==> src/rtl/risc_pkg.sv <==
// Shared constants, opcode/ALU encodings, FSM states and decode payload for the RISC controller.
package risc_pkg;

  localparam int unsigned DW   = 16;
  localparam int unsigned AW   = 4;
  localparam int unsigned OPW  = 4;
  localparam int unsigned ALUW = 3;

  localparam logic [OPW-1:0] OP_AND  = 4'h0;
  localparam logic [OPW-1:0] OP_OR   = 4'h1;
  localparam logic [OPW-1:0] OP_ADD  = 4'h2;
  localparam logic [OPW-1:0] OP_SUB  = 4'h3;
  localparam logic [OPW-1:0] OP_ADC  = 4'h4;
  localparam logic [OPW-1:0] OP_CMP  = 4'h7;
  localparam logic [OPW-1:0] OP_LDI  = 4'h8;
  localparam logic [OPW-1:0] OP_HALT = 4'hF;

  localparam logic [ALUW-1:0] ALU_AND = 3'd0;
  localparam logic [ALUW-1:0] ALU_OR  = 3'd1;
  localparam logic [ALUW-1:0] ALU_ADD = 3'd2;
  localparam logic [ALUW-1:0] ALU_SUB = 3'd3;
  localparam logic [ALUW-1:0] ALU_CMP = 3'd7;

  typedef enum logic [2:0] {
    ST_FETCH  = 3'd0,
    ST_DECODE = 3'd1,
    ST_EXEC   = 3'd2,
    ST_WB     = 3'd3,
    ST_HALT   = 3'd4
  } state_t;

  typedef struct packed {
    logic [ALUW-1:0] alu_c;
    logic            use_carry;
    logic            writes_reg;
    logic            is_ldi;
    logic            is_halt;
    logic            is_illegal;
  } dec_t;

endpackage

==> src/rtl/risc_op_decode.sv <==
// Combinational opcode decoder: maps a 4-bit opcode onto ALU control and instruction class.
module risc_op_decode
  import risc_pkg::*;
(
  input  logic [OPW-1:0] op,
  output dec_t           dec
);

  always_comb begin
    dec = '0;
    case (op)
      OP_AND:  begin dec.alu_c = ALU_AND; dec.writes_reg = 1'b1; end
      OP_OR:   begin dec.alu_c = ALU_OR;  dec.writes_reg = 1'b1; end
      OP_ADD:  begin dec.alu_c = ALU_ADD; dec.writes_reg = 1'b1; end
      OP_SUB:  begin dec.alu_c = ALU_SUB; dec.writes_reg = 1'b1; end
      OP_ADC:  begin dec.alu_c = ALU_ADD; dec.writes_reg = 1'b1; dec.use_carry = 1'b1; end
      OP_CMP:  dec.alu_c = ALU_CMP;
      OP_LDI:  begin dec.is_ldi = 1'b1; dec.writes_reg = 1'b1; end
      OP_HALT: dec.is_halt = 1'b1;
      default: dec.is_illegal = 1'b1;
    endcase
  end

endmodule

==> src/rtl/risc_ctrl_unit.sv <==
// Multi-cycle fetch/decode/execute/writeback controller driving an external register file and ALU.
module risc_ctrl_unit
  import risc_pkg::*;
(
  input  logic            clock,
  input  logic            clear,
  input  logic [DW-1:0]   instruction,
  input  logic            instr_valid,
  output logic            instr_ready,
  output logic [AW-1:0]   Aaddr,
  output logic [AW-1:0]   Baddr,
  output logic [AW-1:0]   Caddr,
  output logic [DW-1:0]   C,
  output logic            load,
  output logic [ALUW-1:0] alu_c,
  output logic            alu_cin,
  input  logic [DW-1:0]   alu_z,
  input  logic            alu_cout,
  input  logic            alu_lt,
  input  logic            alu_eq,
  input  logic            alu_gt,
  output logic            carry,
  output logic            lt,
  output logic            eq,
  output logic            gt,
  output logic            illegal,
  output logic            halted
);

  state_t         state;
  logic [DW-1:0]  ir;
  logic [OPW-1:0] op_sel;
  dec_t           dec;

  // In FETCH the ALU controls must come from the incoming word; afterwards from the IR.
  assign op_sel = (state == ST_FETCH) ? instruction[DW-1:DW-OPW] : ir[DW-1:DW-OPW];

  risc_op_decode u_dec (
    .op  (op_sel),
    .dec (dec)
  );

  always_ff @(posedge clock or posedge clear) begin
    if (clear) begin
      state       <= ST_FETCH;
      ir          <= '0;
      instr_ready <= 1'b1;
      Aaddr       <= '0;
      Baddr       <= '0;
      Caddr       <= '0;
      C           <= '0;
      load        <= 1'b0;
      alu_c       <= '0;
      alu_cin     <= 1'b0;
      carry       <= 1'b0;
      lt          <= 1'b0;
      eq          <= 1'b0;
      gt          <= 1'b0;
      illegal     <= 1'b0;
      halted      <= 1'b0;
    end else begin
      load    <= 1'b0;
      illegal <= 1'b0;
      case (state)
        ST_FETCH: begin
          if (instr_valid) begin
            ir          <= instruction;
            Aaddr       <= instruction[11:8];
            Baddr       <= instruction[7:4];
            alu_c       <= dec.alu_c;
            alu_cin     <= dec.use_carry & carry;
            instr_ready <= 1'b0;
            state       <= ST_DECODE;
          end
        end
        ST_DECODE: begin
          if (dec.is_ldi) begin
            C     <= {8'h00, ir[7:0]};
            Caddr <= ir[11:8];
            load  <= 1'b1;
            state <= ST_WB;
          end else if (dec.is_illegal) begin
            illegal     <= 1'b1;
            instr_ready <= 1'b1;
            state       <= ST_FETCH;
          end else if (dec.is_halt) begin
            halted <= 1'b1;
            state  <= ST_HALT;
          end else begin
            state <= ST_EXEC;
          end
        end
        ST_EXEC: begin
          C     <= alu_z;
          Caddr <= ir[3:0];
          // Only ADD/ADC map onto the adder code, so this gates the carry update.
          if (dec.alu_c == ALU_ADD) carry <= alu_cout;
          if (dec.alu_c == ALU_CMP) begin
            lt <= alu_lt;
            eq <= alu_eq;
            gt <= alu_gt;
          end
          if (dec.writes_reg) begin
            load  <= 1'b1;
            state <= ST_WB;
          end else begin
            instr_ready <= 1'b1;
            state       <= ST_FETCH;
          end
        end
        ST_WB: begin
          instr_ready <= 1'b1;
          state       <= ST_FETCH;
        end
        ST_HALT: ;
        default: begin
          instr_ready <= 1'b1;
          state       <= ST_FETCH;
        end
      endcase
    end
  end

endmodule

==> config.mk <==
export PLATFORM = sky130hd
export DESIGN_NAME = risc_ctrl_unit
export DESIGN_NICKNAME = d
export VERILOG_FILES = /design/src/rtl/risc_pkg.sv /design/src/rtl/risc_op_decode.sv /design/src/rtl/risc_ctrl_unit.sv
export SDC_FILE = /design/constraint.sdc
export NUM_CORES = 1
export LEC_CHECK = 0
export ABC_AREA = 1
export CAP_MARGIN = 30
export CORE_MARGIN = 10
export CORE_UTILIZATION = 35
export CTS_BUF_LIST = sky130_fd_sc_hd__clkbuf_8
export CTS_CLUSTER_DIAMETER = 40
export DETAILED_ROUTE_END_ITERATION = 7
export PLACE_DENSITY = 0.73
export REMOVE_ABC_BUFFERS = 1
export SYNTH_ARGS = -nofsm -noshare
export SYNTH_HDL_FRONTEND = slang
export SYNTH_SLANG_ARGS = --single-unit
==> constraint.sdc <==
create_clock -name clock -period 4.2 [get_ports clock]
set_input_delay 0.84 -clock clock [delete_from_list [all_inputs] [get_ports clock]]
set_output_delay 0.84 -clock clock [all_outputs]
set_load 0.01 [all_outputs]
==> results.md <==
* P_leak at 0.00153 uW
* Crit Path Class: reg -> out
* CP peak stage delay at 0.54 ns
* Post-route clock period utilization at 52.6%
* Met2 Wirelength at 2.91 mm
* Outcome: complete, no violations
* Crit path cell chain: clkdlybuf4s50_1
* Pre-antenna DRT Iters at 4
* Number of global-route vias before repair at 1982
* Final setup viols at 0
* Max_slew headroom at 56.6%
* R2r endpoint: instr_ready$_DFFE_PP1P_
* Postcts setup bufs at 0
* Nature of the critical path startpoint: flop
* Largest fanout on the critical path at 2
* DRC Markers at 0
* Die Y at 102 microns
* Worst Path Arrival at 1.37 ns
* Die Width at 102 microns
* Hold Path Cell Cnt at 2
* Post-Synth Simple-Gate Area at 32.2%
* Worst clock skew at 0.00680 ns
* H-tree lvl count at 2
* Mux contribution to synthesized area at 0%
* Highest routed layer: met4
* Worst-Skew Late Latency at 0.30 ns
* Register-to-Register Path Depth at 8
* Crit path max-delay cell type: dfstp_2
* RSZ-0062 raised after global routing: false
* Nets at 386
* Hold Crit Class: reg -> reg
* Largest family of logic cells by synthesized area: simple AND/OR/NAND/NOR gates
* Starting Density at 36.8%
* CTS Root Cell: clkbuf_8
* Area growth syn-to-layout at 38.5%
* Clk pin slew, worst setup/hold paths at 0.08 ns
* Tot GR Track Use at 11.8%
* Syn_area_per_cell at 8.61 sq um
* Crit path max-delay family: flip-flops
* Worst Setup End Kind: output pin
* Hold_sp: instr_ready$_DFFE_PP1P_
* Metal3 WL at 355 microns
* Via density at 4.62
* TritonCTS buffer count at 5
* Final setup margin at 1.99 ns
* Core area at 6460 sq um
* WP data required at 3.36 ns
* Mapped Cells at 276
* Number of DRC markers in iteration 0 at 61
* Post-DRT Antenna Nets at 0
* Crit path time final at 2.21 ns
* Worst VDD drop at 0.000384 V
* Worst Max-Slew Pin Slew at 0.650 ns
* Max Cap Viol at 0
* Total power density per cell area at 742 nW/um^2
* Post-place setup slack at 1.68 ns
* Max Freq at 453 MHz
* RePlAce Congestion at 0.782
* Xor and xnor area share after synthesis at 0%
* Reg-to-reg slack, setup at 2.10 ns
* WL/cell at 14.4 microns
* Synth cell types at 27
* GRT overflow at 0
* Hold_buf cts at 0
* Post-Route WL at 6.13 mm
* Fraction of layout cells with a size suffix above 1 at 9.80%
* Max-slew violations at 0
* First-pass GRT wire length at 9.82 mm
* Total Die Area at 10500 sq um
* Post-synthesis adder-cell area fraction at 0%
* Synthesized cell area at 2380 sq um
* #FFs+latches synth at 51
* Largest net degree at the start of global routing at 38
* Dpl hpwl at 4.67 mm
* Initial antenna violation count at 0
* Clock tree from TritonCTS: built
* Synth Area in Compound Gates at 7.58%
* Critical path buffers and inverters at 1
* Hold violation count in the final report at 0
* Setup TNS at 0 ns
* # diodes at 0
* Top-Level Pins at 79
* Number of cells on the critical path at 1
* Synth warnings at 0
* Post-cts sizing count at 0
* Row count at 29
* Hold endpoint: instr_ready$_DFFE_PP1P_
* TritonCTS Sinks at 51
* Routed vias at 1957
* Metal-1 WL at 2.76 mm
* Port-buffer cells at 78
* Clock Path Buffers at 2
* R2R Path Start: state[0]$_DFFE_PP0P_
* Sequential area share after synthesis at 53.7%
==> cell families (layout without fill, tap and decap cells) <==
logic type	after synthesis	in the layout
simple gates	173	173
buf+inv	30	101
flops	51	51
compound gates	22	22
==> report_power, final <==
group | internal (uW) | leakage [uW] | switching, uW | total (uW)
Sequential | 713 | 0.000623 | 132 | 845
Clock | 173 | 0.0000554 | 157 | 330
Combinational | 573 | 0.000851 | 694 | 1270
Total | 1460 | 0.00153 | 984 | 2440
==> placed cells by master (no fill, tap or decap), types with 4 or more instances in the layout <==
| cell | count |
|---|---|
| nand3_1 | 20 |
| nand2_2 | 4 |
| nand2_1 | 119 |
| nor2_1 | 17 |
| clkbuf_8 | 5 |
| inv_1 | 12 |
| a31oi_1 | 4 |
| a31oi_2 | 8 |
| a21oi_1 | 4 |
| clkdlybuf4s50_1 | 78 |
| dfrtp_1 | 50 |
==> registers in the layout, summed over array words and instances (netlist names) <==
name	flops
C	16
carry	1
eq	1
halted	1
ir	10
state	3
alu_cin	1
lt	1
load	1
Caddr	4
Aaddr	3
illegal	1
alu_c	3
instr_ready	1
Baddr	3
gt	1
==> through the flow <==
step           instance area, sq um  utilization, %  total power, uW  hold slack (ns)  cells
2_1_floorplan                  2270               -             1580            0.442    259
3_3_place_gp                   3170            49.1             2110            0.451    416
3_5_place_dp                   3190            49.4             2150            0.453    417
4_1_cts                        3290            51.0             2480            0.481    424
5_1_grt                        3290            51.0             2650            0.512    424
6_report                       3290            51.0             2440            0.475    424
==> cell type report <==
cell class / instances / area [sq um]
multi-input combinational: 195 / 952
clock inverter: 2 / 33.8
timing repair buffer: 81 / 816
fill: 651 / 3170
tap: 77 / 96.3
inverter: 13 / 48.8
sequential: 51 / 1280
clock buffer: 5 / 68.8
==> Yosys cell counts (all sizes together) <==
cell | n | area, sq um
a21boi | 1 | 7.51
a21oi | 4 | 20.0
a31oi | 12 | 125
buf | 10 | 78.8
clkbuf | 7 | 26.3
dfrtp | 50 | 1250
dfstp | 1 | 26.3
inv | 13 | 48.8
nand2 | 126 | 505
nand3 | 21 | 118
nand3b | 1 | 7.51
nand4 | 1 | 6.26
nor2 | 22 | 114
nor3 | 2 | 15.0
o21ai | 4 | 20.0
o31ai | 1 | 7.51
==> metal layers <==
| metal | vias to the layer above | track usage, % |
|---|---|---|
| li1 | 1007 | - |
| met1 | 884 | 15.2 |
| met5 | - | 0 |
| met4 | 0 | 3.80 |
| met3 | 9 | 2.70 |
| met2 | 57 | 19.3 |
==> worst max-delay path by stage <==
| stage | startpoint | endpoint | slack [ns] |
|---|---|---|---|
| 4_1_cts | instr_ready$_DFFE_PP1P_ | instr_ready | 1.97 |
| 5_1_grt | instruction[15] | instr_ready$_DFFE_PP1P_ | 1.85 |
| 2_1_floorplan | state[0]$_DFFE_PP0P_ | state[0]$_DFFE_PP0P_ | 1.76 |
| 6_report | instr_ready$_DFFE_PP1P_ | instr_ready | 1.99 |
| 3_5_place_dp | instruction[12] | instr_ready$_DFFE_PP1P_ | 1.68 |
| 3_3_place_gp | instruction[15] | instr_ready$_DFFE_PP1P_ | 1.72 |
Note: power is estimated with default switching activity, not from simulation.
